### src/rtl/btn_arb_pkg.sv
// Shared types and the round-robin selection helper for the button event arbiter.
package btn_arb_pkg;

    typedef enum logic [0:0] {
        IDLE  = 1'b0,
        OFFER = 1'b1
    } arb_state_t;

    // Upper bounds that cover every legal NUM_BTN (2..16).
    localparam int MAX_BTN  = 16;
    localparam int MAX_ID_W = 4;

    // Picks the first set bit of pending, starting just after last_grant and
    // wrapping modulo num_btn. Returns 0 when nothing is pending; callers only
    // use the result when at least one bit is set.
    function automatic logic [MAX_ID_W-1:0] next_rr(
        input logic [MAX_BTN-1:0]  pending,
        input logic [MAX_ID_W-1:0] last_grant,
        input int                  num_btn
    );
        logic                found;
        logic [MAX_ID_W-1:0] sel;
        int                  idx;
        found = 1'b0;
        sel   = '0;
        idx   = 0;
        for (int off = 1; off <= MAX_BTN; off++) begin
            if (off <= num_btn) begin
                idx = (int'(last_grant) + off) % num_btn;
                if (!found && pending[idx]) begin
                    found = 1'b1;
                    sel   = idx[MAX_ID_W-1:0];
                end else begin
                    found = found;
                end
            end else begin
                found = found;
            end
        end
        return sel;
    endfunction

endpackage

### src/rtl/btn_sync_debounce.sv
// Per-button front end: 2-flop synchronizer, rising-edge detect and a lockout
// counter. press_o pulses for one cycle on every accepted rising edge.
module btn_sync_debounce #(
    parameter int DEBOUNCE_CYCLES = 12000
) (
    input  logic clk,
    input  logic rst,
    input  logic async_i,
    output logic press_o
);

    localparam int CNT_W = $clog2(DEBOUNCE_CYCLES + 1);

    logic             s1_q;
    logic             s2_q;
    logic             prev_q;
    logic [CNT_W-1:0] lock_cnt_q;
    logic [CNT_W-1:0] lock_cnt_d;
    logic             rise_s;

    // Edge detect and lockout next-state; edges inside the lockout are dropped.
    always_comb begin
        rise_s  = s2_q & ~prev_q;
        press_o = rise_s && (lock_cnt_q == '0);
        if (press_o) begin
            lock_cnt_d = CNT_W'(DEBOUNCE_CYCLES);
        end else if (lock_cnt_q != '0) begin
            lock_cnt_d = lock_cnt_q - CNT_W'(1);
        end else begin
            lock_cnt_d = lock_cnt_q;
        end
    end

    // Synchronizer chain, previous-level flop and lockout counter.
    always_ff @(posedge clk or posedge rst) begin
        if (rst) begin
            s1_q       <= 1'b0;
            s2_q       <= 1'b0;
            prev_q     <= 1'b0;
            lock_cnt_q <= '0;
        end else begin
            s1_q       <= async_i;
            s2_q       <= s1_q;
            prev_q     <= s2_q;
            lock_cnt_q <= lock_cnt_d;
        end
    end

endmodule

### src/rtl/btn_event_arbiter.sv
// Button front-end: debounced presses are latched as pending events and
// serialized round-robin onto a single valid/ready event port.
module btn_event_arbiter
    import btn_arb_pkg::*;
#(
    parameter int NUM_BTN         = 4,
    parameter int DEBOUNCE_CYCLES = 12000
) (
    input  logic                       clk,
    input  logic                       rst,
    input  logic [NUM_BTN-1:0]         async_in,
    output logic                       evt_valid,
    input  logic                       evt_ready,
    output logic [$clog2(NUM_BTN)-1:0] evt_id,
    output logic [NUM_BTN-1:0]         overflow,
    input  logic                       clr_overflow
);

    localparam int ID_W = $clog2(NUM_BTN);

    logic [NUM_BTN-1:0]  press_s;
    logic [NUM_BTN-1:0]  clr_s;
    logic [NUM_BTN-1:0]  ovf_set_s;
    logic [NUM_BTN-1:0]  pending_q;
    logic [NUM_BTN-1:0]  pending_d;
    logic [NUM_BTN-1:0]  overflow_q;
    logic [NUM_BTN-1:0]  overflow_d;
    logic                handshake_s;
    logic [MAX_ID_W-1:0] sel_full_s;
    logic [ID_W-1:0]     sel_s;

    arb_state_t          state_q;
    logic                evt_valid_q;
    logic [ID_W-1:0]     evt_id_q;
    logic [ID_W-1:0]     last_grant_q;

    genvar gi;
    generate
        for (gi = 0; gi < NUM_BTN; gi++) begin : g_btn
            btn_sync_debounce #(
                .DEBOUNCE_CYCLES(DEBOUNCE_CYCLES)
            ) u_sync_debounce (
                .clk    (clk),
                .rst    (rst),
                .async_i(async_in[gi]),
                .press_o(press_s[gi])
            );
        end
    endgenerate

    // Pending/overflow next-state: a press coinciding with the consuming
    // handshake of the same button re-arms pending without flagging overflow.
    always_comb begin
        handshake_s = evt_valid_q && evt_ready;
        pending_d   = pending_q;
        ovf_set_s   = '0;
        clr_s       = '0;
        for (int i = 0; i < NUM_BTN; i++) begin
            clr_s[i] = handshake_s && (evt_id_q == ID_W'(i));
            if (press_s[i]) begin
                pending_d[i] = 1'b1;
                if (pending_q[i] && !clr_s[i]) begin
                    ovf_set_s[i] = 1'b1;
                end else begin
                    ovf_set_s[i] = 1'b0;
                end
            end else if (clr_s[i]) begin
                pending_d[i] = 1'b0;
            end else begin
                pending_d[i] = pending_q[i];
            end
        end
        if (clr_overflow) begin
            overflow_d = ovf_set_s;
        end else begin
            overflow_d = overflow_q | ovf_set_s;
        end
    end

    // Round-robin candidate for the next offer.
    always_comb begin
        sel_full_s = next_rr(MAX_BTN'(pending_q), MAX_ID_W'(last_grant_q), NUM_BTN);
        sel_s      = sel_full_s[ID_W-1:0];
    end

    // Pending event latches and sticky overflow flags.
    always_ff @(posedge clk or posedge rst) begin
        if (rst) begin
            pending_q  <= '0;
            overflow_q <= '0;
        end else begin
            pending_q  <= pending_d;
            overflow_q <= overflow_d;
        end
    end

    // Arbiter FSM with registered event outputs; IDLE is a one-cycle bubble
    // between offers so pending is always re-read after a handshake.
    always_ff @(posedge clk or posedge rst) begin
        if (rst) begin
            state_q      <= IDLE;
            evt_valid_q  <= 1'b0;
            evt_id_q     <= '0;
            last_grant_q <= ID_W'(NUM_BTN - 1);
        end else begin
            case (state_q)
                IDLE: begin
                    if (|pending_q) begin
                        evt_id_q    <= sel_s;
                        evt_valid_q <= 1'b1;
                        state_q     <= OFFER;
                    end else begin
                        evt_valid_q <= 1'b0;
                        state_q     <= IDLE;
                    end
                end
                OFFER: begin
                    if (evt_ready) begin
                        last_grant_q <= evt_id_q;
                        evt_valid_q  <= 1'b0;
                        state_q      <= IDLE;
                    end else begin
                        evt_valid_q  <= 1'b1;
                        state_q      <= OFFER;
                    end
                end
                default: begin
                    evt_valid_q <= 1'b0;
                    state_q     <= IDLE;
                end
            endcase
        end
    end

    assign evt_valid = evt_valid_q;
    assign evt_id    = evt_id_q;
    assign overflow  = overflow_q;

endmodule

### config.mk
export PLATFORM = sky130hd
export DESIGN_NAME = btn_event_arbiter
export DESIGN_NICKNAME = d
export VERILOG_FILES = /design/src/rtl/btn_arb_pkg.sv /design/src/rtl/btn_sync_debounce.sv /design/src/rtl/btn_event_arbiter.sv
export SDC_FILE = /design/constraint.sdc
export NUM_CORES = 1
export LEC_CHECK = 0
export BUFFER_PORTS_ARGS = -buffer_cell sky130_fd_sc_hd__buf_2
export CAP_MARGIN = 10
export CELL_PAD_IN_SITES_DETAIL_PLACEMENT = 0
export CELL_PAD_IN_SITES_GLOBAL_PLACEMENT = 2
export CORE_ASPECT_RATIO = 0.75
export CORE_MARGIN = 4
export CORE_UTILIZATION = 25
export DETAILED_ROUTE_END_ITERATION = 6
export PLACE_DENSITY = 0.58
export SLEW_MARGIN = 20
export SYNTH_ARGS = -nofsm -noshare
export SYNTH_HDL_FRONTEND = slang
export SYNTH_HIERARCHICAL = 1
export SYNTH_SLANG_ARGS = --single-unit
export TNS_END_PERCENT = 30
### constraint.sdc
create_clock -name clk -period 3.4 [get_ports clk]
set_clock_uncertainty 0.2 [all_clocks]
set_input_delay 0 -clock clk [delete_from_list [all_inputs] [get_ports clk]]
set_output_delay 0 -clock clk [all_outputs]
set_load 0.005 [all_outputs]
# After elaboration in Yosys (flattened, before gate mapping)
# Cells that the tools add are included.
# classes
order_cmp,4
eq_ne,3
n_mux,47
bitwise,14
reduce_logical,47
addsub,8
# op_table
operator,count
two-way mux 14 bit,8
zero test 14 bit,4
nonzero test 14 bit,4
subtractor 14 x 1 -> 14 bit (second input constant),4
two-way mux 1 bit,29
less-than comparator 3 x 6 -> 1 bit (second input constant),4
logical AND 1 bit,16
nonzero test 2 bit,8
binary-select mux 1 bit (select 3 bit),4
two-way mux 2 bit,4
OR reduction 2 bit,4
zero test 1 bit,7
NOT 1 bit,5
adder 2 x 1 -> 2 bit (second input constant),2
adder 2 bit (second input constant),2
AND 1 bit,4
AND 1 bit (first input constant),4
== test 2 bit (second input constant),2
two-way mux 4 bit,1
bitwise OR 4 bit,1
AND reduction 2 bit,2
OR reduction 4 bit,1
== test 2 x 1 -> 1 bit (second input constant),1
zero test 2 bit,1
case mux 1 bit (2 select lines),1
# word_totals
out_inout_bits,7
wordCells,147
inputBits,8
regBits,81

# Longest topological paths before layout
# depth
ltp_word,16
mapped_depth,7
ltp_nobuf,6

# Modules after synthesis
# The synthesis kept the hierarchy.
# modules_own_cells
mod,instances,cells_each,seq_area_each_um2,area_per_inst_um2
btn_sync_debounce,4,78,425.4,875.8
btn_event_arbiter,1,51,327.8,570.5

# Worst setup path before layout
# Ideal clock, no wire load.
# synth_timing
kind,flip-flop to flip-flop
startpoint,register g_btn[0].u_sync_debounce.lock_cnt_q[0]
endpoint,register g_btn[0].u_sync_debounce.lock_cnt_q[2]
period_less_slack_ns,2.166
required_ns,3.075
n_path_buf,1
setup_time_ns,0.125
arrival_time_ns,1.840
stages_incl_launch_ff,8
setup_slack_ns,1.234
path_cell_list,dfrtp_1 > inv_1 > ha_1 > or3b_2 > nor4b_4 > buf_6 > nor2_2 > mux2_4
# synth_between
elab_chain_len,3
word_cells_on_any_way,7
cone_classes,add/sub: 1; mux: 2; reduce/logical: 4
# synth_lines
element,line_no,source
from (decl),btn_sync_debounce.sv:17,logic [CNT_W-1:0] lock_cnt_q;
from (signal assigned),btn_sync_debounce.sv:45,lock_cnt_q <= lock_cnt_d;
subtractor 14 x 1 -> 14 bit or zero test 14 bit (tied branches),"btn_sync_debounce.sv:28, btn_sync_debounce.sv:24",
two-way mux 14 bit or logical AND 1 bit (tied branches),"btn_sync_debounce.sv:27, btn_sync_debounce.sv:24",
two-way mux 14 bit or nonzero test 2 bit (tied branches),-,
# Several ways; a longest one is shown, not always the timed one. The select of a mux whose other input is x is not followed.
# A chain may end at the register's enable or synchronous reset.

# Worst setup path in the final report
# layout_timing
startpoint,register g_btn[1].u_sync_debounce.lock_cnt_q[0]
endpoint,register g_btn[1].u_sync_debounce.lock_cnt_q[7]
# layout_between
elab_chain_len,3
word_cells_on_any_way,7
cone_classes,add/sub: 1; mux: 2; reduce/logical: 4
# layout_lines
element,line_no
from (decl),btn_sync_debounce.sv:17
from (signal assigned),btn_sync_debounce.sv:45
subtractor 14 x 1 -> 14 bit or zero test 14 bit (tied branches),"btn_sync_debounce.sv:28, btn_sync_debounce.sv:24"
two-way mux 14 bit or logical AND 1 bit (tied branches),"btn_sync_debounce.sv:27, btn_sync_debounce.sv:24"
two-way mux 14 bit or nonzero test 2 bit (tied branches),-
# Several ways; a longest one is shown, not always the timed one. The select of a mux whose other input is x is not followed.

==> flow_results.xml <==
<?xml version="1.0" encoding="UTF-8"?>
<metrics>
  <group name="run_status">
    <metric name="status" unit="">finished, final reports clean</metric>
  </group>
  <group name="logic_synthesis">
    <metric name="synth_enable_flop_cells" unit="">0</metric>
    <metric name="synth_top_area_share" unit="">0.485</metric>
    <metric name="ys.flop_type" unit="">sky130_fd_sc_hd__dfrtp_1</metric>
    <metric name="synth-compound-area-share" unit="">0.0989</metric>
    <metric name="syn-num-nets" unit="">379</metric>
    <metric name="synth_xor_xnor_area_share" unit="">0.0258</metric>
    <metric name="seq_area_frac_synth" unit="">0.498</metric>
    <metric name="netlist.top_cell.by_area" unit="">sky130_fd_sc_hd__dfrtp_1</metric>
    <metric name="cell_count_after_synthesis" unit="">363</metric>
    <metric name="synth_common_cells" unit="">79 x sky130_fd_sc_hd__dfrtp_1, 43 x sky130_fd_sc_hd__nor2_1, 20 x sky130_fd_sc_hd__nor4_1, 19 x sky130_fd_sc_hd__inv_1, 17 x sky130_fd_sc_hd__mux2i_1</metric>
    <metric name="synthesized_cell_area" unit="sq um">4070</metric>
    <metric name="synth_area_per_cell" unit="sq um">11.2</metric>
    <metric name="ys_seq_elements" unit="">81</metric>
    <metric name="yosys.area_share.simple" unit="">0.246</metric>
    <metric name="synthesis.yosys.warnings" unit="">6</metric>
    <metric name="synth_top_cells_by_area" unit="">sky130_fd_sc_hd__dfrtp_1 49%, sky130_fd_sc_hd__mux2i_1 4.2%, sky130_fd_sc_hd__nor2_1 4.0%</metric>
    <metric name="synthDistinctLibCells" unit="">45</metric>
    <metric name="post-synth-top-count-cell" unit="">sky130_fd_sc_hd__dfrtp_1</metric>
    <metric name="main_combinational_cell_family_by_area_after_synthesis" unit="">simple AND/OR/NAND/NOR gates</metric>
    <metric name="synth_async_sr_flop_share" unit="">1.00</metric>
    <metric name="synthAdderAreaFrac" unit="">0.0246</metric>
    <metric name="muxShareOfSynthArea" unit="">0.0630</metric>
  </group>
  <group name="setup_path">
    <metric name="worst_setup_path_start_kind" unit="">register</metric>
    <metric name="worstPathMaxFanout" unit="">11</metric>
    <metric name="type_of_the_setup_path_with_the_least_slack" unit="">reg2reg</metric>
    <metric name="worst_ep_required_time" unit="ps">3410</metric>
    <metric name="critPathArrivalTime" unit="ps">2470</metric>
    <metric name="end_kind" unit="">register</metric>
  </group>
  <group name="timing">
    <metric name="final_max_slew_viol_count" unit="">0</metric>
    <metric name="min_period" unit="ps">2460</metric>
    <metric name="finalHoldViolCount" unit="">0</metric>
    <metric name="worst-slew-pin-transition" unit="ps">698</metric>
    <metric name="layout_worst_path_cycle_share" unit="">0.724</metric>
    <metric name="grt_setup_unrepaired" unit="">false</metric>
    <metric name="fin_setup_tns" unit="ps">0</metric>
    <metric name="slew_headroom" unit="">0.534</metric>
    <metric name="setup_violations" unit="">0</metric>
    <metric name="fmax_achieved" unit="MHz">406</metric>
  </group>
  <group name="floorplan">
    <metric name="die_extent_in_y" unit="microns">119</metric>
    <metric name="chipWidth" unit="microns">155</metric>
    <metric name="boundaryPins" unit="">15</metric>
    <metric name="die-area" unit="sq um">18400</metric>
    <metric name="floorplan.initialDensity" unit="">0.254</metric>
    <metric name="core_area" unit="sq um">16000</metric>
    <metric name="std_cell_rows" unit="">40</metric>
  </group>
  <group name="pwr">
    <metric name="cellPowerDensity" unit="nW/um^2">728</metric>
    <metric name="irDropWorstVdd" unit="V">0.000246</metric>
    <metric name="finalPower" unit="mW">3.43</metric>
    <metric name="static_leak" unit="nW">2.00</metric>
  </group>
  <group name="placed_design">
    <metric name="gp_routability_congestion" unit="">0.728</metric>
    <metric name="io_buffer_count" unit="">14</metric>
    <metric name="placed_insts" unit="">575</metric>
    <metric name="place_hpwl" unit="microns">5820</metric>
  </group>
  <group name="clocking">
    <metric name="clk_pin_slew" unit="ps">60</metric>
    <metric name="cts.repair.resized" unit="">0</metric>
    <metric name="later_pin_clock_latency_in_the_skew_report" unit="ps">340</metric>
    <metric name="clk_root_buffer_cell" unit="">sky130_fd_sc_hd__clkbuf_16</metric>
    <metric name="cts_num_sinks" unit="">81</metric>
    <metric name="max-clock-path-buffers" unit="">2</metric>
    <metric name="cts_htree_levels" unit="">3</metric>
    <metric name="cts_tree" unit="">built</metric>
    <metric name="numCtsBuffers" unit="">9</metric>
  </group>
  <group name="detailed_routing">
    <metric name="route.detailed.vias_per_inst" unit="">4.51</metric>
    <metric name="routed_wirelength" unit="microns">8160</metric>
    <metric name="num_vias" unit="">2694</metric>
    <metric name="post-route-drc-count" unit="">0</metric>
    <metric name="routed_wire_length_per_instance" unit="microns">13.7</metric>
    <metric name="drt_pass1_iterations" unit="">4</metric>
    <metric name="detail_route.iter0.violations" unit="">148</metric>
    <metric name="antenna_left" unit="">0</metric>
  </group>
  <group name="finish">
    <metric name="final_non_filler_cell_total" unit="">598</metric>
    <metric name="final_layout_size_suffix_gt1_frac" unit="">0.214</metric>
    <metric name="design.final.nets" unit="">399</metric>
    <metric name="layout.area.seq" unit="sq um">2030</metric>
    <metric name="synthToLayoutAreaGrowth" unit="%">15.8</metric>
    <metric name="total_area_of_multi_input_combinational_cells" unit="sq um">1870</metric>
    <metric name="antenna_cells" unit="">0</metric>
    <metric name="utilization" unit="">0.295</metric>
    <metric name="n_fill_cell" unit="">1642</metric>
  </group>
  <group name="global_routing">
    <metric name="grt_use_met1" unit="">0.143</metric>
    <metric name="vias_in_the_first_global_route" unit="">2670</metric>
    <metric name="initial_antenna_violation_count" unit="">0</metric>
    <metric name="globalRoute.busiestLayer" unit="">met1</metric>
    <metric name="first_pass_grt_wire_length" unit="microns">14100</metric>
    <metric name="largest_net_degree_at_the_start_of_global_routing" unit="">18</metric>
    <metric name="grtUsageMet2" unit="">0.127</metric>
    <metric name="globalRoute.totalOverflow" unit="">0</metric>
    <metric name="grt_util_all_layers" unit="">0.0964</metric>
    <metric name="globalRouteMet3Util" unit="">0.0307</metric>
  </group>
  <group name="hold_path">
    <metric name="hold_class" unit="">in2async</metric>
  </group>
  <group name="run">
    <metric name="cap_violations" unit="">0</metric>
  </group>
</metrics>
registers in the layout, indices dropped and copies added, names as in the netlist:
register	count
evt_id	2
g_btn.u_sync_debounce/lock_cnt_q	56
pending_q	4
last_grant_q	2
g_btn.u_sync_debounce/prev_q	4
g_btn.u_sync_debounce/s1_q	4
overflow	4
g_btn.u_sync_debounce/s2_q	4
evt_valid	1
metal layers:
layer,share of wire,wire [microns],vias to the layer above
met1,0.55,4480,1297
met3,0.030,244,12
met5,0,0,-
met2,0.40,3280,22
met4,0.019,158,0
li1,-,-,1363
cells in the final DEF (no fill, tap or decap), drive strengths merged, types with 5 or more instances in the layout:
cell,synthesis,final
o31ai,5,5
mux2,6,6
dlygate4sd3,0,7
ha,8,8
or4,12,12
nor2,47,47
xor2,8,8
nand2,11,11
inv,19,19
clkbuf,4,11
nand2b,9,9
a21o,10,10
buf,8,14
a21oi,5,5
mux2i,17,17
nor3,16,16
dfrtp,79,79
o21ai,13,13
nand3,9,9
nor4,25,25
critical path, stage by stage (launching register included):
cell and delay (ps):
sky130_fd_sc_hd__dfrtp_1 420, sky130_fd_sc_hd__inv_1 100, sky130_fd_sc_hd__ha_1 170, sky130_fd_sc_hd__or3b_2 540, sky130_fd_sc_hd__nor4b_4 600, sky130_fd_sc_hd__and2_2 260, sky130_fd_sc_hd__a211oi_2 30
cell families after synthesis:
| logic type | after synthesis |
|---|---|
| AOI/OAI and AO/OA | 54 |
| and+or+nand+nor | 154 |
| adders and majority gates | 8 |
| buffers and inverters | 31 |
| xor gates and xnor gates | 12 |
| DFF | 81 |
| muxes | 23 |
metrics by stage:
step	setup slack [ps]	hold WS [ps]	area (sq um)
finish	937	90.7	4720
global route	784	113	4720
CTS	925	82.6	4720
detailed placement	936	-89.8	4300
global placement	948	-92.2	4300
floorplan	1230	-324	4070
worst paths after layout:
kind / startpoint / cells past startpoint / endpoint / slack [ps]
max: g_btn[1].u_sync_debounce/lock_cnt_q[0] / 6 / g_btn[1].u_sync_debounce/lock_cnt_q[7] / 940
min: rst / 3 / pending_q[1] / 90
max reg2reg: g_btn[1].u_sync_debounce/lock_cnt_q[0] / 6 / g_btn[1].u_sync_debounce/lock_cnt_q[7] / 940
min reg2reg: g_btn[0].u_sync_debounce/s1_q / 0 / g_btn[0].u_sync_debounce/s2_q / 150
max in group asynchronous: rst / 3 / g_btn[3].u_sync_debounce/lock_cnt_q[2] / 2380
min in group clk: async_in[2] / 2 / g_btn[2].u_sync_debounce/s1_q / 110
power by group:
part	internal, mW	total (mW)	switching, mW
Combinational	0.377	0.671	0.294
Clock	0.736	1.12	0.386
Sequential	1.25	1.64	0.384
Total	2.37	3.43	1.06
cell type report:
class | count | share of cell area
multi-input combinational | 251 | 0.396
timing repair buffer | 21 | 0.0297
clock inverter | 5 | 0.0218
tap | 210 | 0.0557
sequential | 81 | 0.430
clock buffer | 11 | 0.0515
inverter | 19 | 0.0151
what timing repair did:
action                    in CTS  in global routing
setup buffers                  0                  0
hold buffers                   7                  0
hold endpoints to repair      95                  0
(Power assumes the default switching activity.)
